==> src/rtl/mole_field_ctrl.sv <==
// Whack-a-mole game engine: N x N hole field with per-hole lifetime timers,
// LFSR spawning, an active-mole cap, hit/miss scoring and a game-over state.
module mole_field_ctrl #(
    parameter int          GRID_N         = 4,
    parameter int          CELL           = 2,
    parameter int          LIFE_TICKS     = 500,
    parameter int          MAX_ACTIVE     = 16,
    parameter int          MAX_MISS       = 9,
    parameter int          SCORE_MAX      = 99,
    parameter int          PENALIZE_WHIFF = 0,
    parameter logic [15:0] SEED           = 16'h0001,
    localparam int         HOLES          = GRID_N * GRID_N,
    localparam int         IDX_W          = $clog2(HOLES),
    localparam int         DISP           = GRID_N * CELL,
    localparam int         ROW_W          = $clog2(DISP),
    localparam int         SCORE_W        = $clog2(SCORE_MAX + 1)
) (
    input  logic               clk,
    input  logic               rst,
    input  logic               enable,
    input  logic               tick,
    input  logic               hit_valid,
    input  logic [IDX_W-1:0]   hit_idx,
    input  logic [ROW_W-1:0]   disp_row,
    output logic [DISP-1:0]    disp_cols,
    output logic [HOLES-1:0]   mole_map,
    output logic [SCORE_W-1:0] score,
    output logic [7:0]         miss,
    output logic               game_over
);

    localparam int LIFE_W  = $clog2(LIFE_TICKS + 1);
    localparam int SUM_W   = IDX_W + 9;
    // A cap above the hole count can never bind, so clamp it to fit the counter.
    localparam int ACT_LIM = (MAX_ACTIVE > HOLES) ? HOLES : MAX_ACTIVE;

    localparam logic [IDX_W:0]     ACT_LIM_C   = (IDX_W + 1)'(ACT_LIM);
    localparam logic [LIFE_W-1:0]  LIFE_C      = LIFE_W'(LIFE_TICKS);
    localparam logic [SCORE_W-1:0] SCORE_MAX_C = SCORE_W'(SCORE_MAX);
    localparam logic [7:0]         MAX_MISS_C  = 8'(MAX_MISS);

    typedef enum logic [1:0] {
        IDLE,
        PLAY,
        OVER
    } state_t;

    state_t              state_q;
    logic [15:0]         lfsr_q, lfsr_d;
    logic [HOLES-1:0]    moleMap_q, moleMap_d;
    logic [LIFE_W-1:0]   life_q [HOLES];
    logic [LIFE_W-1:0]   life_d [HOLES];
    logic [SCORE_W-1:0]  score_q, score_d;
    logic [7:0]          miss_q, miss_d;
    logic [IDX_W:0]      activeCnt;
    logic [IDX_W:0]      expCnt;
    logic [IDX_W-1:0]    spawnIdx;
    logic                whiff;
    logic [SUM_W-1:0]    missSum;

    // Order matters: expiries first, then the hit (so it overrides a same-hole
    // expiry), then the spawn, which is judged against the pre-cycle field.
    always_comb begin
        lfsr_d    = lfsr_q;
        moleMap_d = moleMap_q;
        life_d    = life_q;
        score_d   = score_q;
        activeCnt = '0;
        expCnt    = '0;
        whiff     = 1'b0;
        spawnIdx  = lfsr_q[IDX_W-1:0];

        if (tick) begin
            lfsr_d = {lfsr_q[14:0], lfsr_q[15] ^ lfsr_q[13] ^ lfsr_q[12] ^ lfsr_q[10]};
        end

        for (int i = 0; i < HOLES; i++) begin
            activeCnt = activeCnt + {{IDX_W{1'b0}}, moleMap_q[i]};
            if (tick && moleMap_q[i]) begin
                if (life_q[i] == LIFE_W'(1)) begin
                    moleMap_d[i] = 1'b0;
                    life_d[i]    = '0;
                    if (!(hit_valid && (hit_idx == IDX_W'(i)))) begin
                        expCnt = expCnt + (IDX_W + 1)'(1);
                    end
                end else begin
                    life_d[i] = life_q[i] - LIFE_W'(1);
                end
            end
        end

        if (hit_valid) begin
            if (moleMap_q[hit_idx]) begin
                moleMap_d[hit_idx] = 1'b0;
                life_d[hit_idx]    = '0;
                if (score_q != SCORE_MAX_C) begin
                    score_d = score_q + SCORE_W'(1);
                end
            end else begin
                whiff = (PENALIZE_WHIFF != 0);
            end
        end

        if (tick && !moleMap_q[spawnIdx] && (activeCnt < ACT_LIM_C)) begin
            moleMap_d[spawnIdx] = 1'b1;
            life_d[spawnIdx]    = LIFE_C;
        end

        missSum = SUM_W'(miss_q) + SUM_W'(expCnt) + SUM_W'(whiff);
        miss_d  = (missSum > SUM_W'(255)) ? 8'hFF : missSum[7:0];
    end

    // Dropping enable from any state returns to a freshly cleared IDLE.
    always_ff @(posedge clk or posedge rst) begin
        if (rst) begin
            state_q   <= IDLE;
            lfsr_q    <= SEED;
            moleMap_q <= '0;
            score_q   <= '0;
            miss_q    <= '0;
            for (int i = 0; i < HOLES; i++) begin
                life_q[i] <= '0;
            end
        end else if (!enable) begin
            state_q   <= IDLE;
            lfsr_q    <= SEED;
            moleMap_q <= '0;
            score_q   <= '0;
            miss_q    <= '0;
            for (int i = 0; i < HOLES; i++) begin
                life_q[i] <= '0;
            end
        end else begin
            case (state_q)
                IDLE: begin
                    state_q <= PLAY;
                end
                PLAY: begin
                    if (miss_q >= MAX_MISS_C) begin
                        state_q   <= OVER;
                        moleMap_q <= '0;
                        for (int i = 0; i < HOLES; i++) begin
                            life_q[i] <= '0;
                        end
                    end else begin
                        lfsr_q    <= lfsr_d;
                        moleMap_q <= moleMap_d;
                        life_q    <= life_d;
                        score_q   <= score_d;
                        miss_q    <= miss_d;
                    end
                end
                OVER: begin
                    state_q <= OVER;
                end
                default: begin
                    state_q <= IDLE;
                end
            endcase
        end
    end

    // Each hole is a CELL x CELL block; column 0 lands on the MSB side.
    always_comb begin
        disp_cols = '0;
        for (int r = 0; r < GRID_N; r++) begin
            if ((int'(disp_row) / CELL) == r) begin
                for (int c = 0; c < GRID_N; c++) begin
                    for (int j = 0; j < CELL; j++) begin
                        disp_cols[DISP-1-(c*CELL+j)] = moleMap_q[r*GRID_N+c];
                    end
                end
            end
        end
    end

    assign mole_map  = moleMap_q;
    assign score     = score_q;
    assign miss      = miss_q;
    assign game_over = (state_q == OVER);

endmodule

==> config.mk <==
export PLATFORM = sky130hd
export DESIGN_NAME = mole_field_ctrl
export DESIGN_NICKNAME = d
export VERILOG_FILES = /design/src/rtl/mole_field_ctrl.sv
export SDC_FILE = /design/constraint.sdc
export NUM_CORES = 1
export LEC_CHECK = 0
export ABC_AREA = 1
export CELL_PAD_IN_SITES_DETAIL_PLACEMENT = 1
export CELL_PAD_IN_SITES_GLOBAL_PLACEMENT = 1
export CORE_AREA = 2 2 201 203
export CTS_BUF_LIST = sky130_fd_sc_hd__clkbuf_2
export DETAILED_ROUTE_END_ITERATION = 7
export DIE_AREA = 0 0 203 205
export DONT_BUFFER_PORTS = 1
export HOLD_SLACK_MARGIN = 0.06
export MAX_ROUTING_LAYER = met4
export PLACE_DENSITY = 0.77
export SKIP_LAST_GASP = 1
export SLEW_MARGIN = 10
export SYNTH_ARGS = -nofsm -noshare
export SYNTH_HDL_FRONTEND = slang
export SYNTH_SLANG_ARGS = --single-unit
==> constraint.sdc <==
create_clock -name clk -period 9.3 [get_ports clk]
set_input_delay 1.395 -clock clk [delete_from_list [all_inputs] [get_ports clk]]
set_output_delay 1.395 -clock clk [all_outputs]
set_load 0.02 [all_outputs]
==> metrics.txt, run 1 <==
Post-synth EDFFs 0; Clock Skews 0.0596 ns; core box area 39,400 µm²; largest net degree at the start of global routing 87; syn avg cell area 7.09 µm²; startpoint type of the worst setup path register; P_leak 8.07 nW; Overflow after GRT 0; warning count from the yosys run 0; Max H-tree Level 4; outcome complete, no violations; Critical-path top delay cell dfrtp_1; Post-Synthesis Cells ~2,100; Worst-Skew Late Latency 1.00 ns; share of layout cells above drive strength 1 16.0%; worst path buffer plus inverter count 16; Die ar. 41,600 µm²; post-placement cell area 16,100 µm²; Power Density slightly above 100 nW/µm²; CTS tree built; DR WL/cell 18.3 µm; Crit path max-delay family simple AND/OR/NAND/NOR gates; CP max FO 4; WS Path Type reg2reg; Final Net Count 2,279; FF-to-FF Start life_q[136]; flops & latches, synth just under 200; area delta synth->final 15.8%; Die Width about 200 µm; setup slack, reg-to-reg 0.11 ns; Post-DRT Antenna Nets 0; most used cell, CP inv_2; WP data required 10.26 ns; io pins 52; critical path arrival 10.16 ns; clock period minus worst slack 9.19 ns; TritonCTS Buffers 17; GPL Wtd Cong about 0.86; Max-slew headroom 15.7%; initial antenna violation count 3; Primary FF master, synth dfrtp_1; CP peak stage delay ~0.47 ns; vias per cell 5.44; fin area 17,200 µm²; commonest non-fill, non-tap cells in the layout 370 x nand2_1, 366 x inv_1, 195 x nor2_1; path type of the worst min-delay path in2async; Overall Global Routing Usage 24.8%; Port-buffer cells 0; final setup fails 0; worst r2r path cells 72; Initial DRC Count approximately 760; Pre-antenna DRT Iters 5; via count 14,900; FMAX 109 MHz; Final Hold Vio Count 0; Crit Reg-Reg Endpoint miss[4]; Detail Placement HPWL 35,900 µm; clock buffer depth 2; clk slew on worst S/H paths around 0.34 ns; Min Hold Slack 0.248 ns; Post-synth ARST share 100%; worst vdd ir 0.0837 mV; Cell Area, Synth between 10,000 and 15,000 µm²; number of global-route vias before repair 16,000; crit end category register; setup TNS 0 ns; Initial Util 37.8%; RSZ-0062 raised after global routing yes; Worst-Margin Slew 1.26 ns; Cell Rows 73; Slew Limit Fails 0; maxcap violations 0; Distinct cells, synth 54; Clock Sinks 193; Root Buffer clkbuf_2; Post-Synthesis Net Count 2,182; Final Cycle Share between 90% and 100%; DRT Wirelength 50,100 µm; residual DRC count 0; first-pass GRT wire length 80,600 µm; DIE HEIGHT about 210 µm; register area share after synthesis 32.4%; most common cell after layout, fill and taps aside nand2_1
==> kinds of logic (layout without fill, tap and decap cells) <==
kind of cell / after synthesis / after routing / share of synthesized area (%)
AO/OA/AOI/OAI: 339 / 339 / 14.9
adder cells (fa/ha/maj): 69 / 69 / 6.30
AND/OR/NAND/NOR: 948 / 948 / 28.7
XOR/XNOR: 108 / 108 / 6.35
buffers and inverters: 444 / 554 / 11.3
flip-flops: 193 / 193 / 32.4
other: 0 / 3 / 0
==> registers in the layout, summed over array words and instances, names as in the netlist <==
signal / count
state_q: 2
mole_map: 16
miss: 8
life_q: 144
lfsr_q: 16
score: 7
==> synthesized netlist by cell type (all sizes together) (5+ instances only) <==
cell type / number / area share, %
nand2: 447 / 12
inv: 401 / 10
nor2: 208 / 5.4
dfrtp: 192 / 32
nand3: 176 / 6.5
xor2: 102 / 6.0
o21ai: 98 / 3.3
o22ai: 66 / 2.8
ha: 59 / 5.0
nor3: 55 / 1.9
o221ai: 44 / 2.6
nand4: 40 / 1.7
a21oi: 33 / 1.1
clkbuf: 29 / 0.73
o211ai: 27 / 1.4
a31oi: 19 / 0.80
o32ai: 13 / 0.76
o311ai: 12 / 0.71
buf: 11 / 0.43
fa: 10 / 1.3
nor4: 9 / 0.38
a21o: 6 / 0.30
or2: 6 / 0.25
xnor2: 6 / 0.35
o2111ai: 5 / 0.29
==> worst max path at each step <==
stage	from	endpoint	slack (ns)	cells past startpoint
after floorplan	tick	miss[4]	0.002	69
after global placement	hit_idx[3]	miss[4]	-0.55	71
after detailed placement	hit_idx[3]	miss[4]	-0.90	71
after CTS	life_q[136]	miss[4]	0.005	73
after global routing	life_q[136]	miss[4]	-0.35	72
final	life_q[136]	miss[4]	0.11	72
==> layer usage <==
metal  wire length, µm  vias to the layer above  track usage [%]  part of all wire, %
met1             21500                     7446             28.5                   43
met2             25500                      241             43.9                   51
met5                 0                        -                -                    0
met4              1280                        0             8.58                  2.6
li1                  -                     7127                -                    -
met3              1780                       81             4.18                  3.5
==> power breakdown <==
group / leakage (nW) / switching [W] / internal (W)
Sequential: 2.69 / 0.0000225 / 0.000866
Clock: 0.159 / 0.000381 / 0.0000986
Combinational: 5.23 / 0.000323 / 0.0000930
==> worst register-to-register path: cells and delay by family, from the launching register on <==
kind / cells / cell delay (ns)
AND/OR/NAND/NOR: 36 / 3.97
adder cells (fa/ha/maj): 12 / 2.87
buffers and inverters: 16 / 0.93
AO/OA/AOI/OAI: 7 / 0.76
flip-flops: 1 / 0.47
XOR/XNOR: 1 / 0.20
==> cell type report <==
class                   instances  area [µm²]
fillers                      4968       22100
multi-input cells            1464        9040
flip-flops and latches        193        4830
inverters                     404        1530
repair buffers                118         901
well taps                     525         657
clock inverters                15         184
clock buffers                  17        85.1
diodes                          3        7.51
==> through the flow <==
stage	utilization, %	power [W]	worst slack (ns)	cells
CTS	42.2	0.00180	0.00454	2726
global placement	40.9	0.00130	-0.551	2663
global route	43.8	0.00188	-0.346	2739
detailed placement	40.9	0.00131	-0.901	2663
finish	43.8	0.00178	0.108	2739
floorplan	-	0.00117	0.00233	2101
==> timing repair <==
action                                  in CTS  in global routing
cloned                                       0                  0
setup buffers                               31                 13
gates resized for setup                      7                131
endpoints found under the setup margin       6                  6
pin swaps                                   10                 73
hold buffers                                 0                  0
No activity file was read; power rests on OpenSTA's default activity.
==> inputs of run 2 (changes only) <==
CELL_PAD_IN_SITES_GLOBAL_PLACEMENT = 2   (was 1)
CORE_AREA = 2 2 210 212   (was 2 2 201 203)
DIE_AREA = 0 0 212 214   (was 0 0 203 205)
HOLD_SLACK_MARGIN = unset   (was 0.06)
PLACE_DENSITY = 0.86   (was 0.77)
SKIP_LAST_GASP = unset   (was 1)
==> run 2 against run 1 <==
Effect of this change:
- cell count rose by 2.4%
- worst setup slack improved by 0.20 ns
- first-iteration DRC count fell by 19%
- global-route usage fell by 1.9 points
- worst hold slack improved by 0.21 ns
- register-to-register slack improved by 0.20 ns
- largest power group unchanged
==> metrics.txt, run 2 (synthesis gave the netlist of run 1 again) <==
startpoint type of the worst setup path register; most common cell after layout, fill and taps aside inv_1; Crit path max-delay family buffers and inverters; Biggest register life_q; CP max FO 4; Die ar. 45,400 µm²; clk slew on worst S/H paths 0.36 ns; Final Net Count between 2,000 and 2,500; final core occ 40.8%; Min Hold Slack 0.456 ns; max FFs per register ~140; DIE HEIGHT 214 µm; DR WL/cell 17.8 µm; TritonCTS Buffers 17; GPL Wtd Cong 0.855; Critical-path top delay cell dfrtp_1; share of layout cells above drive strength 1 17.3%; Cell Rows 76; post-placement cell area 16,200 µm²; io pins 52; clock period minus worst slack about 9.0 ns; final setup fails 0; Slew Limit Fails 0; Root Buffer clkbuf_2; FILL cells 5,415; FMAX 111 MHz; Worst-Margin Slew 1.13 ns; Max H-tree Level 4; number of global-route vias before repair 15,700; Clock Skews 0.0519 ns; worst path buffer plus inverter count 28; Port-buffer cells 0; maxcap violations 0; area delta synth->final 17.5%; vias per cell between 5 and 6; P_leak 8.09 nW; Post-DRT Antenna Nets 0; Die Width 212 µm; crit end category register; clock buffer depth 2; Detail Placement HPWL 35,900 µm; largest net degree at the start of global routing 141; hold_buf cts 0; Final Cycle Share a little over nine tenths; first-pass GRT wire length 81,500 µm; critical path arrival 9.89 ns; Setup crit start life_q[136]; Max-slew headroom 24.1%; path type of the worst min-delay path in2async; Final Hold Vio Count 0; via count 14,700; core box area 42,900 µm²; CP peak stage delay 0.47 ns; CTS tree built; Initial DRC Count 614; Clock Sinks about 190; WS Path Type reg2reg; Pre-antenna DRT Iters 5; worst vdd ir 0.118 mV; Overflow after GRT 0; Overall Global Routing Usage 22.9%; setup slack, reg-to-reg between 0.3 and 0.4 ns; RSZ-0062 raised after global routing yes; DRT Wirelength 49,900 µm; residual DRC count 0; most used cell, CP buf_4; commonest non-fill, non-tap cells in the layout 360 x inv_1, 359 x nand2_1, 195 x nor2_1; Worst-Skew Late Latency 0.96 ns; initial antenna violation count 1; FF-to-FF Start life_q[136]; WP data required between 10 and 15 ns; outcome complete, no violations; Initial Util 34.7%; Power Density about 100 nW/µm²; fin area about 17,000 µm²
-- run 2: layout make-up --
type / instances / area, µm² / area share, %
Multi-Input combinational cell: 1464 / 9200 / 52.6
Sequential cell: 193 / 4830 / 27.6
Inverter: 404 / 1530 / 8.75
Timing Repair Buffer: 127 / 965 / 5.51
Tap cell: 585 / 732 / 4.18
Clock inverter: 14 / 143 / 0.815
Clock buffer: 18 / 90.1 / 0.515
Antenna cell: 1 / 2.50 / 0.0143
-- run 2: metrics by stage --
stage	cells	setup TNS (ns)	setup slack, ns	total power, W
3_3_place_gp	2723	-3.35	-0.580	0.00129
6_report	2806	0	0.305	0.00175
4_1_cts	2804	-0.0107	-0.0107	0.00177
5_1_grt	2806	-1.42	-0.253	0.00184
3_5_place_dp	2723	-5.62	-0.967	0.00130
2_1_floorplan	2101	0	0.00233	0.00117
-- run 2: repair_timing --
item                       in CTS  in global routing
setup endpoints to repair       6                  6
setup buffers                  49                  5
pin swaps                      19                 83
gates resized for setup        22                148
-- run 2: power by group --
group / internal, W / switching [W]
sequential: 0.000866 / 0.0000217
clock: 0.0000891 / 0.000361
combinational: 0.0000936 / 0.000321
-- run 2: metal layers --
layer	GRT usage [%]	up-vias	wire length (µm)
met3	4.12	65	2050
li1	-	7132	-
met1	28.1	7358	22300
met2	38.2	192	24400
met4	7.11	0	1140
met5	-	-	0
-- run 2: final timing paths --
path                                    end  cells after the start
worst min-delay path            life_q[132]                      1
max in group asynchronous        life_q[41]                      2
worst max-delay path                miss[4]                     70
worst max register to register      miss[4]                     70
worst min register to register    lfsr_q[9]                      2
min in group clk                   score[2]                      2
==> inputs of run 3 (changes only) <==
RECOVER_POWER = 50   (was unset)
==> run 3 against run 2 <==
Effect of this change:
- the flow now finishes with violations (max-capacitance violations, max-slew violations)
- sequential cell count did not move
- critical path depth did not move
- die area unchanged
- sequential power is essentially flat
- combinational power about the same
- register-to-register slack about the same
- maximum frequency hardly changed
- power about the same
- core utilization is essentially flat
- sequential share of layout area hardly changed
==> metrics.txt, run 3 (synthesis gave the netlist of run 1 again) <==
io pins 52; largest net degree at the start of global routing 141; max FFs per register 144; post-placement cell area 16,200 µm²; fin area approximately 17,000 µm²; Die Width 212 µm; P_leak about 8.1 nW; failing checks max-capacitance violations, max-slew violations; Pre-antenna DRT Iters 5; clk slew on worst S/H paths 0.33 ns; Port-buffer cells 0; Slew Limit Fails 196; clock period minus worst slack between 8 and 9 ns; Power Density 100 nW/µm²; Crit path max-delay family buffers and inverters; Max-slew headroom -338%; RSZ-0062 raised after global routing yes; Detail Placement HPWL roughly 36,000 µm; Max H-tree Level 4; path type of the worst min-delay path in2reg; crit end category register; Clock Sinks 193; via count 14,800; CTS tree built; core box area 42,900 µm²; Root Buffer clkbuf_2; GPL Wtd Cong 0.855; Worst-Margin Slew 6.53 ns; Die ar. between 40,000 and 50,000 µm²; final core occ 40.8%; final setup fails 0; Initial DRC Count 614; hold_buf cts 0; share of layout cells above drive strength 1 approximately 17%; area delta synth->final 17.4%; WP data required a little over 10 ns; TritonCTS Buffers 17; WS Path Type reg2reg; maxcap violations 2; FMAX 111 MHz; Final Hold Vio Count 0; most common cell after layout, fill and taps aside inv_1; Cell Rows 76; Critical-path top delay cell dfrtp_1; Overall Global Routing Usage between 20% and 30%; Post-DRT Antenna Nets 0; Clock Skews 0.0516 ns; initial antenna violation count 1; residual DRC count 0; startpoint type of the worst setup path register; CP max FO 4; outcome finished with violations; vias per cell 5.27; Overflow after GRT 0; DRT Wirelength 49,900 µm; most used cell, CP buf_4; worst path buffer plus inverter count 28; Initial Util 34.7%; DIE HEIGHT 214 µm; worst vdd ir roughly 0.12 mV; CP peak stage delay 0.47 ns; Biggest register life_q; critical path arrival 9.88 ns; FILL cells 5,422; Worst-Skew Late Latency ~0.96 ns; commonest non-fill, non-tap cells in the layout 360 x inv_1, 359 x nand2_1, 195 x nor2_1; number of global-route vias before repair 15,700; Final Cycle Share 96.6%; clock buffer depth 2; Final Net Count 2,288; first-pass GRT wire length 81,500 µm; DR WL/cell 17.8 µm
## run 3: changes by cell type in the layout (fill, tap and decap cells not counted)
cell	previous run	this run
inv_8	3	2
clkbuf_1	0	3
clkinvlp_2	0	1
buf_4	124	121
## run 3: final timing paths
kind	start	end	slack, ns	depth (start not counted)
setup / recovery	life_q[136]	miss[4]	0.31	70
hold / removal	enable	score[2]	0.53	2
setup reg to reg	life_q[136]	miss[4]	0.31	70
hold reg to reg	lfsr_q[8]	lfsr_q[9]	0.54	2
max in group asynchronous	rst	life_q[41]	2.28	2
min in group asynchronous	rst	life_q[132]	2.33	1
## run 3: layout make-up
type	instances	area [µm²]	area share, %
inverter	404	1520	8.72
clock inverter	14	143	0.816
antenna	1	2.50	0.0143
multi-input combinational	1464	9200	52.7
timing repair buffer	127	953	5.45
clock buffer	18	90.1	0.515
sequential	193	4830	27.6
tap	585	732	4.19
## run 3: stage by stage
step | worst slack (ns) | hold WS, ns | TNS [ns] | power [W] | instances
final | 0.312 | 0.532 | 0 | 0.00175 | 2806
after global routing | -0.253 | 0.479 | -1.42 | 0.00184 | 2806
after CTS | -0.0107 | 0.424 | -0.0107 | 0.00177 | 2804
after detailed placement | -0.967 | 0.518 | -5.62 | 0.00130 | 2723
after global placement | -0.580 | 0.482 | -3.35 | 0.00129 | 2723
after floorplan | 0.00233 | 0.462 | 0 | 0.00117 | 2101
## run 3: repair_timing
item	4_1_cts	5_1_grt
buffers inserted	49	5
resized for setup	22	148
gates cloned	0	0
pin swaps	19	83
setup endpoints to repair	6	6
## run 3: power by group
part           total [W]  internal [W]  switching, W
Clock           0.000450     0.0000891      0.000361
Sequential      0.000888      0.000866     0.0000217
Combinational   0.000413     0.0000926      0.000321
## run 3: routing by layer
| metal | vias up | share of wire [%] | GRT usage (%) |
|---|---|---|---|
| met5 | - | 0 | - |
| met4 | 0 | 2.3 | 7.11 |
| met3 | 67 | 4.3 | 4.12 |
| met2 | 213 | 49 | 38.2 |
| met1 | 7384 | 45 | 28.1 |
| li1 | 7131 | - | - |
